**src/rtl/legv8_pkg.sv**
```systemverilog
// Shared definitions for the LEGv8 pipeline fetch stage.
//   RESET_PC_DEF  - default PC loaded on reset
//   NOP_INSTR_DEF - default instruction word used for IF/ID bubbles
//   PC_INC        - sequential fetch increment (one 32-bit instruction)
//   fetch_state_e - fetch-stage state: FILL, RUN, STALL, FLUSHED
//   fetch_next_state - next-state function shared by the fetch stage
package legv8_pkg;

  localparam logic [63:0] RESET_PC_DEF  = 64'h0;
  localparam logic [31:0] NOP_INSTR_DEF = 32'h0000_0000;
  localparam logic [63:0] PC_INC        = 64'd4;

  typedef enum logic [1:0] {
    FILL    = 2'd0,
    RUN     = 2'd1,
    STALL   = 2'd2,
    FLUSHED = 2'd3
  } fetch_state_e;

  // Flush always wins, then advance. Any other edge is a stall of some
  // kind; FILL is the only state that waits in place through a stall.
  function automatic fetch_state_e fetch_next_state(
    input fetch_state_e cur,
    input logic         flush,
    input logic         advance
  );
    if (flush)             return FLUSHED;
    else if (advance)      return RUN;
    else if (cur == FILL)  return FILL;
    else                   return STALL;
  endfunction

endpackage

```
**src/rtl/fetch_stall_stage_stall_monitor.sv**
```systemverilog
// Stall bookkeeping for the fetch stage.
//   i_clk, i_reset   - clock and asynchronous active-high reset
//   i_pc_write       - PC may advance
//   i_if_id_write    - IF/ID may load
//   i_branch_taken   - redirect/flush; overrides the stall handshake
//   o_stall_count    - saturating count of stall cycles since reset
//   o_stall_timeout  - sticky, set when a consecutive stall run hits MAX_STALL
//   o_protocol_error - sticky, set on PCWrite=1 with IF_ID_Write=0
module stall_monitor
  import legv8_pkg::*;
#(
  parameter int MAX_STALL = 8
) (
  input  logic        i_clk,
  input  logic        i_reset,
  input  logic        i_pc_write,
  input  logic        i_if_id_write,
  input  logic        i_branch_taken,
  output logic [31:0] o_stall_count,
  output logic        o_stall_timeout,
  output logic        o_protocol_error
);

  localparam logic [7:0] RUN_MAX = 8'(MAX_STALL);

  logic [31:0] r_stall_count;
  logic [7:0]  r_run;
  logic        r_timeout;
  logic        r_perr;

  logic       w_stall;
  logic       w_illegal;
  logic [7:0] w_run_next;

  // A flush ignores the handshake entirely, so neither a stall nor an
  // illegal combination is recognised on a flush edge.
  assign w_stall    = !i_branch_taken && !(i_pc_write && i_if_id_write);
  assign w_illegal  = !i_branch_taken && i_pc_write && !i_if_id_write;
  assign w_run_next = (r_run == RUN_MAX) ? r_run : r_run + 8'd1;

  always_ff @(posedge i_clk or posedge i_reset) begin
    if (i_reset) begin
      r_stall_count <= '0;
      r_run         <= '0;
      r_timeout     <= 1'b0;
      r_perr        <= 1'b0;
    end else begin
      if (w_stall) begin
        if (r_stall_count != 32'hFFFF_FFFF) r_stall_count <= r_stall_count + 32'd1;
        r_run <= w_run_next;
        if (w_run_next == RUN_MAX) r_timeout <= 1'b1;
      end else begin
        r_run <= '0;
      end
      if (w_illegal) r_perr <= 1'b1;
    end
  end

  assign o_stall_count    = r_stall_count;
  assign o_stall_timeout  = r_timeout;
  assign o_protocol_error = r_perr;

endmodule

```
**src/rtl/fetch_stall_stage.sv**
```systemverilog
// LEGv8 fetch stage with IF/ID pipeline register.
//   clk, reset          - clock and asynchronous active-high reset
//   PCWrite/IF_ID_Write - load-use stall handshake from the hazard unit
//   Branch_Taken/Target - redirect and flush from EX/MEM
//   Instruction         - asynchronous imem read data for imem_addr
//   imem_addr           - current PC (combinational from the PC register)
//   IF_ID_PC/Instruction/Valid - IF/ID pipeline register
//   stall_count, stall_timeout, protocol_error - stall bookkeeping
module fetch_stall_stage
  import legv8_pkg::*;
#(
  parameter logic [63:0] RESET_PC  = RESET_PC_DEF,
  parameter int          MAX_STALL = 8,
  parameter logic [31:0] NOP_INSTR = NOP_INSTR_DEF
) (
  input  logic        clk,
  input  logic        reset,
  input  logic        PCWrite,
  input  logic        IF_ID_Write,
  input  logic        Branch_Taken,
  input  logic [63:0] Branch_Target,
  input  logic [31:0] Instruction,
  output logic [63:0] imem_addr,
  output logic [63:0] IF_ID_PC,
  output logic [31:0] IF_ID_Instruction,
  output logic        IF_ID_Valid,
  output logic [31:0] stall_count,
  output logic        stall_timeout,
  output logic        protocol_error
);

  logic [63:0]  r_pc;
  logic [63:0]  r_if_id_pc;
  logic [31:0]  r_if_id_instr;
  logic         r_if_id_valid;
  fetch_state_e r_state;

  logic w_advance;
  logic w_split;
  logic w_unused_state;

  assign w_advance = !Branch_Taken && PCWrite && IF_ID_Write;
  // PC held but IF/ID told to load: insert a bubble instead of latching the
  // same instruction a second time.
  assign w_split   = !Branch_Taken && !PCWrite && IF_ID_Write;

  always_ff @(posedge clk or posedge reset) begin
    if (reset) begin
      r_pc          <= RESET_PC;
      r_if_id_pc    <= '0;
      r_if_id_instr <= NOP_INSTR;
      r_if_id_valid <= 1'b0;
      r_state       <= FILL;
    end else begin
      r_state <= fetch_next_state(r_state, Branch_Taken, w_advance);
      if (Branch_Taken || w_split) begin
        r_if_id_pc    <= '0;
        r_if_id_instr <= NOP_INSTR;
        r_if_id_valid <= 1'b0;
      end else if (w_advance) begin
        r_if_id_pc    <= r_pc;
        r_if_id_instr <= Instruction;
        r_if_id_valid <= 1'b1;
      end
      if (Branch_Taken)   r_pc <= Branch_Target;
      else if (w_advance) r_pc <= r_pc + PC_INC;
    end
  end

  // The state is tracked for debug visibility; every output it would
  // imply is already carried by the IF/ID register and the counters.
  assign w_unused_state = ^r_state;

  stall_monitor #(
    .MAX_STALL(MAX_STALL)
  ) u_stall_monitor (
    .i_clk            (clk),
    .i_reset          (reset),
    .i_pc_write       (PCWrite),
    .i_if_id_write    (IF_ID_Write),
    .i_branch_taken   (Branch_Taken),
    .o_stall_count    (stall_count),
    .o_stall_timeout  (stall_timeout),
    .o_protocol_error (protocol_error)
  );

  assign imem_addr         = r_pc;
  assign IF_ID_PC          = r_if_id_pc;
  assign IF_ID_Instruction = r_if_id_instr;
  assign IF_ID_Valid       = r_if_id_valid;

endmodule

```
**config.mk**
```make
export PLATFORM = sky130hd
export DESIGN_NAME = fetch_stall_stage
export DESIGN_NICKNAME = d
export VERILOG_FILES = /design/src/rtl/legv8_pkg.sv /design/src/rtl/fetch_stall_stage_stall_monitor.sv /design/src/rtl/fetch_stall_stage.sv
export SDC_FILE = /design/constraint.sdc
export NUM_CORES = 1
export LEC_CHECK = 0
export CAP_MARGIN = 0
export CELL_PAD_IN_SITES_DETAIL_PLACEMENT = 1
export CELL_PAD_IN_SITES_GLOBAL_PLACEMENT = 2
export CORE_AREA = 2 2 200 202
export CTS_CLUSTER_DIAMETER = 120
export CTS_CLUSTER_SIZE = 8
export DETAILED_ROUTE_END_ITERATION = 8
export DIE_AREA = 0 0 202 204
export PLACE_DENSITY = 0.72
export SLEW_MARGIN = 40
export SYNTH_ARGS = -nofsm -noshare
export SYNTH_HDL_FRONTEND = slang
export SYNTH_HIERARCHICAL = 1
export SYNTH_SLANG_ARGS = --single-unit
```
**constraint.sdc**
```tcl
create_clock -name clk -period 6.7 [get_ports clk]
set_clock_uncertainty 0.15 [all_clocks]
set_input_delay 1.675 -clock clk [delete_from_list [all_inputs] [get_ports clk]]
set_output_delay 1.675 -clock clk [all_outputs]
set_load 0.02 [all_outputs]
```
==> impl_results.md <==
* Status: finished, final reports clean
* Kind of cell adding the most delay to the critical path: simple AND/OR/NAND/NOR gates
* Initial DRC Count at 330
* Mean Syn Cell Area at roughly 11 sq um
* Final Hold Violating Endpoints at 0
* Row count at 73
* Post-Synth Adder-Cell Area at less than 1%
* Die width at roughly 200 um
* Main combinational cell family by area after synthesis: simple AND/OR/NAND/NOR gates
* TNS Setup at 0 ps
* Startpoint type of the worst setup path: primary input
* Mux cell area share after synthesis at less than 1%
* CP max stage delay at 650 ps
* Yosys reg bits at slightly above 200
* Total track usage at about 16%
* VDD IR max at between 0.15 and 0.2 mV
* Vias in the first global route at between 8000 and 9000
* Drt total wl at 33500 um
* Initial antenna violation count at 4
* Commonest cells after routing, fill and taps aside: 294 x clkdlybuf4s50_1, 203 x dfrtp_1, 95 x a22o_1
* Distinct cells, synth at 54
* Fillers at ~4300
* Final setup vio count at 0
* Unrepaired setup endpoints after global routing: false
* Critical path depth at 6
* Max-cap viol count at 0
* TritonRoute pass-1 iters at 4
* CP Launch Point: IF_ID_Write
* Grt peak-use layer: met2
* Critical Path RT at between 7000 and 8000 ps
* Hold_buf cts at 0
* Slew Viols, Final at 0
* Setup Buffers After CTS at 0
* Input/output buffers at between 200 and 300
* Min-Delay Path Class: reg -> reg
* DRC at 0
* Part of the cycle the worst path needs at just under 60%
* Die H at 204 um
* Reg2Reg Depth at 7
* Clock transition at path regs at roughly 60 ps
* ANT nets after route at 0
* Crit end category: flop
* Num Clock Sinks at between 200 and 250
* Layout Area Growth over Synthesis at 46.5%
* Compound-gate portion of the synthesized area at about 16%
* Core box area at 39200 sq um
* Htree depth at 1
* Pwr Total at 0.00327 W
* Commonest non-fill, non-tap cell in the layout: clkdlybuf4s50_1
* Period minus WS final at 4000 ps
* Worst-Skew Late Latency at 550 ps
* Final core occ at 34.6%
* Global route total overflow at 0
* First-pass GRT wire length at 52700 um
* Crit-path cells: clkdlybuf4s50_1 -> nand2_1 -> nor3_1 -> nand4_2 -> or4_1 -> a31oi_1
* Grt met2 use at approximately 25%
* Via count at slightly above 8000
* YS warnings at 6
* Pwr/cell area at approximately 240 nW/um^2
* Worst Hold Path Cells at 1
* Global-route met1 utilization at about 22%
* Register area share after synthesis at a little over half
* Initial core utilization at a little under a quarter
* Post-Syn Nets at between 900 and 1000
* Nets at 1257
* Worst path bufs/invs at 1
* CTS max path bufs at 3
* Vias per cell at 4.87
* Crit Path Category: in -> reg
* Relative slew margins at roughly 44%
* Simple-Gate Fraction of Synth Area at about 20%
* Synth Area in XOR/XNOR at 6.34%
* Post-CTS resize count at 0
* GR Util met3 at 3.73%
* Largest net degree at the start of global routing at between 80 and 90
* FF-to-FF Start: imem_addr[2]
* Cell Area, Synth at 9250 sq um
* Total I/O pin count at 296
* Leakage power at 5.60 nW
* Cell count after synthesis at 862
* Clock root buffer: clkbuf_16
* CTS tree: yes
* Worst EP arrival at between 4000 and 5000 ps
* TritonCTS Buffers at 29
* RePlAce Congestion at approximately 0.74
* Routed WL per cell at 19.9 um
* Achievable Freq at around 0.25 GHz
* Fraction of layout cells with a size suffix above 1 at under 10%
* Worst path slowest cell: clkdlybuf4s50_1
* Dpl hpwl at roughly 23000 um
* Die area at about 40000 sq um
* Slew @ Worst Pin at approximately 840 ps
* CP max FO at 17
* HP Start: u_stall_monitor/o_protocol_error
-- sequential cells by signal, indices dropped and copies added, names as in the netlist --
| register | cells |
|---|---|
| IF_ID_Instruction | 32 |
| IF_ID_PC | 64 |
| IF_ID_Valid | 1 |
| imem_addr | 64 |
| u_stall_monitor/o_protocol_error | 1 |
| u_stall_monitor/o_stall_count | 32 |
| u_stall_monitor/o_stall_timeout | 1 |
| u_stall_monitor/r_run | 8 |
-- worst reg2reg max path, cell delays in order (launching register included) --
cell and delay [ps]:
dfrtp_1 460, ha_1 210, nand4_1 230, nor4_4 270, buf_4 250, nand4_2 380, or4_1 620, a31oi_1 180
-- through the flow --
step           hold WS (ps)  instance area [sq um]  instances  worst slack [ps]
5_1_grt                 359                  13500       1677              2480
3_5_place_dp            308                  12800       1644              2110
2_1_floorplan           393                   9250        862               527
3_3_place_gp            307                  12800       1644              2140
4_1_cts                 332                  13500       1674              2690
6_report                327                  13600       1679              2700
-- layout make-up --
cell class	instances	area (sq um)	share of cell area (%)
Multi-Input combinational cell	603	3970	29.3
Sequential cell	203	5080	37.5
Antenna cell	3	7.51	0.0554
Timing Repair Buffer	305	3060	22.6
Tap cell	525	657	4.85
Inverter	10	47.5	0.351
Clock inverter	1	7.51	0.0554
Clock buffer	29	726	5.35
-- worst paths after layout --
kind / end / slack (ps)
worst max-delay path: imem_addr[59] / 2700
worst min-delay path: u_stall_monitor/o_protocol_error / 330
worst max register to register: imem_addr[50] / 3880
worst min register to register: u_stall_monitor/o_protocol_error / 330
max in group asynchronous: imem_addr[8] / 3960
min in group asynchronous: IF_ID_PC[37] / 1470
-- synth_stat cells, drive strengths merged --
cell type	instances	share of area, %
a21o	2	0.16
a21oi	8	0.43
a221oi	1	0.095
a22o	96	9.1
a31oi	26	1.8
a41oi	2	0.19
and2	5	0.34
and3	16	1.1
and4	8	0.76
and4bb	2	0.27
buf	10	0.64
clkbuf	36	1.5
dfrtp	203	55
ha	4	0.54
inv	10	0.41
mux2	4	0.49
mux2i	2	0.22
nand2	78	3.2
nand2b	2	0.16
nand3	42	2.4
nand3b	1	0.081
nand4	42	3.2
nor2	64	2.6
nor3	19	1.1
nor3b	1	0.081
nor4	13	1.5
nor4b	2	0.26
o211ai	1	0.081
o21a	2	0.16
o21ai	49	2.7
o311ai	1	0.095
o31a	1	0.095
o31ai	9	0.73
or2	3	0.20
or3	17	1.1
or4	13	1.1
xnor2	16	1.5
xor2	51	4.8
-- cell families after synthesis --
| kind of cell | after synthesis |
|---|---|
| and+or+nand+nor | 328 |
| AOI/OAI and AO/OA | 198 |
| muxes | 6 |
| adders and majority gates | 4 |
| xor gates and xnor gates | 67 |
| DFF | 203 |
| buffers and inverters | 56 |
-- report_power, final --
group	internal, W	switching [W]
clock	0.000751	0.000534
sequential	0.00131	0.000130
combinational	0.000266	0.000282
-- routing by layer --
metal / part of all wire, % / vias up
met2: 46 / 229
li1: - / 3762
met1: 46 / 4142
met5: 0.048 / -
met3: 6.5 / 41
met4: 1.7 / 2
Note: power is estimated with default switching activity, not from simulation.
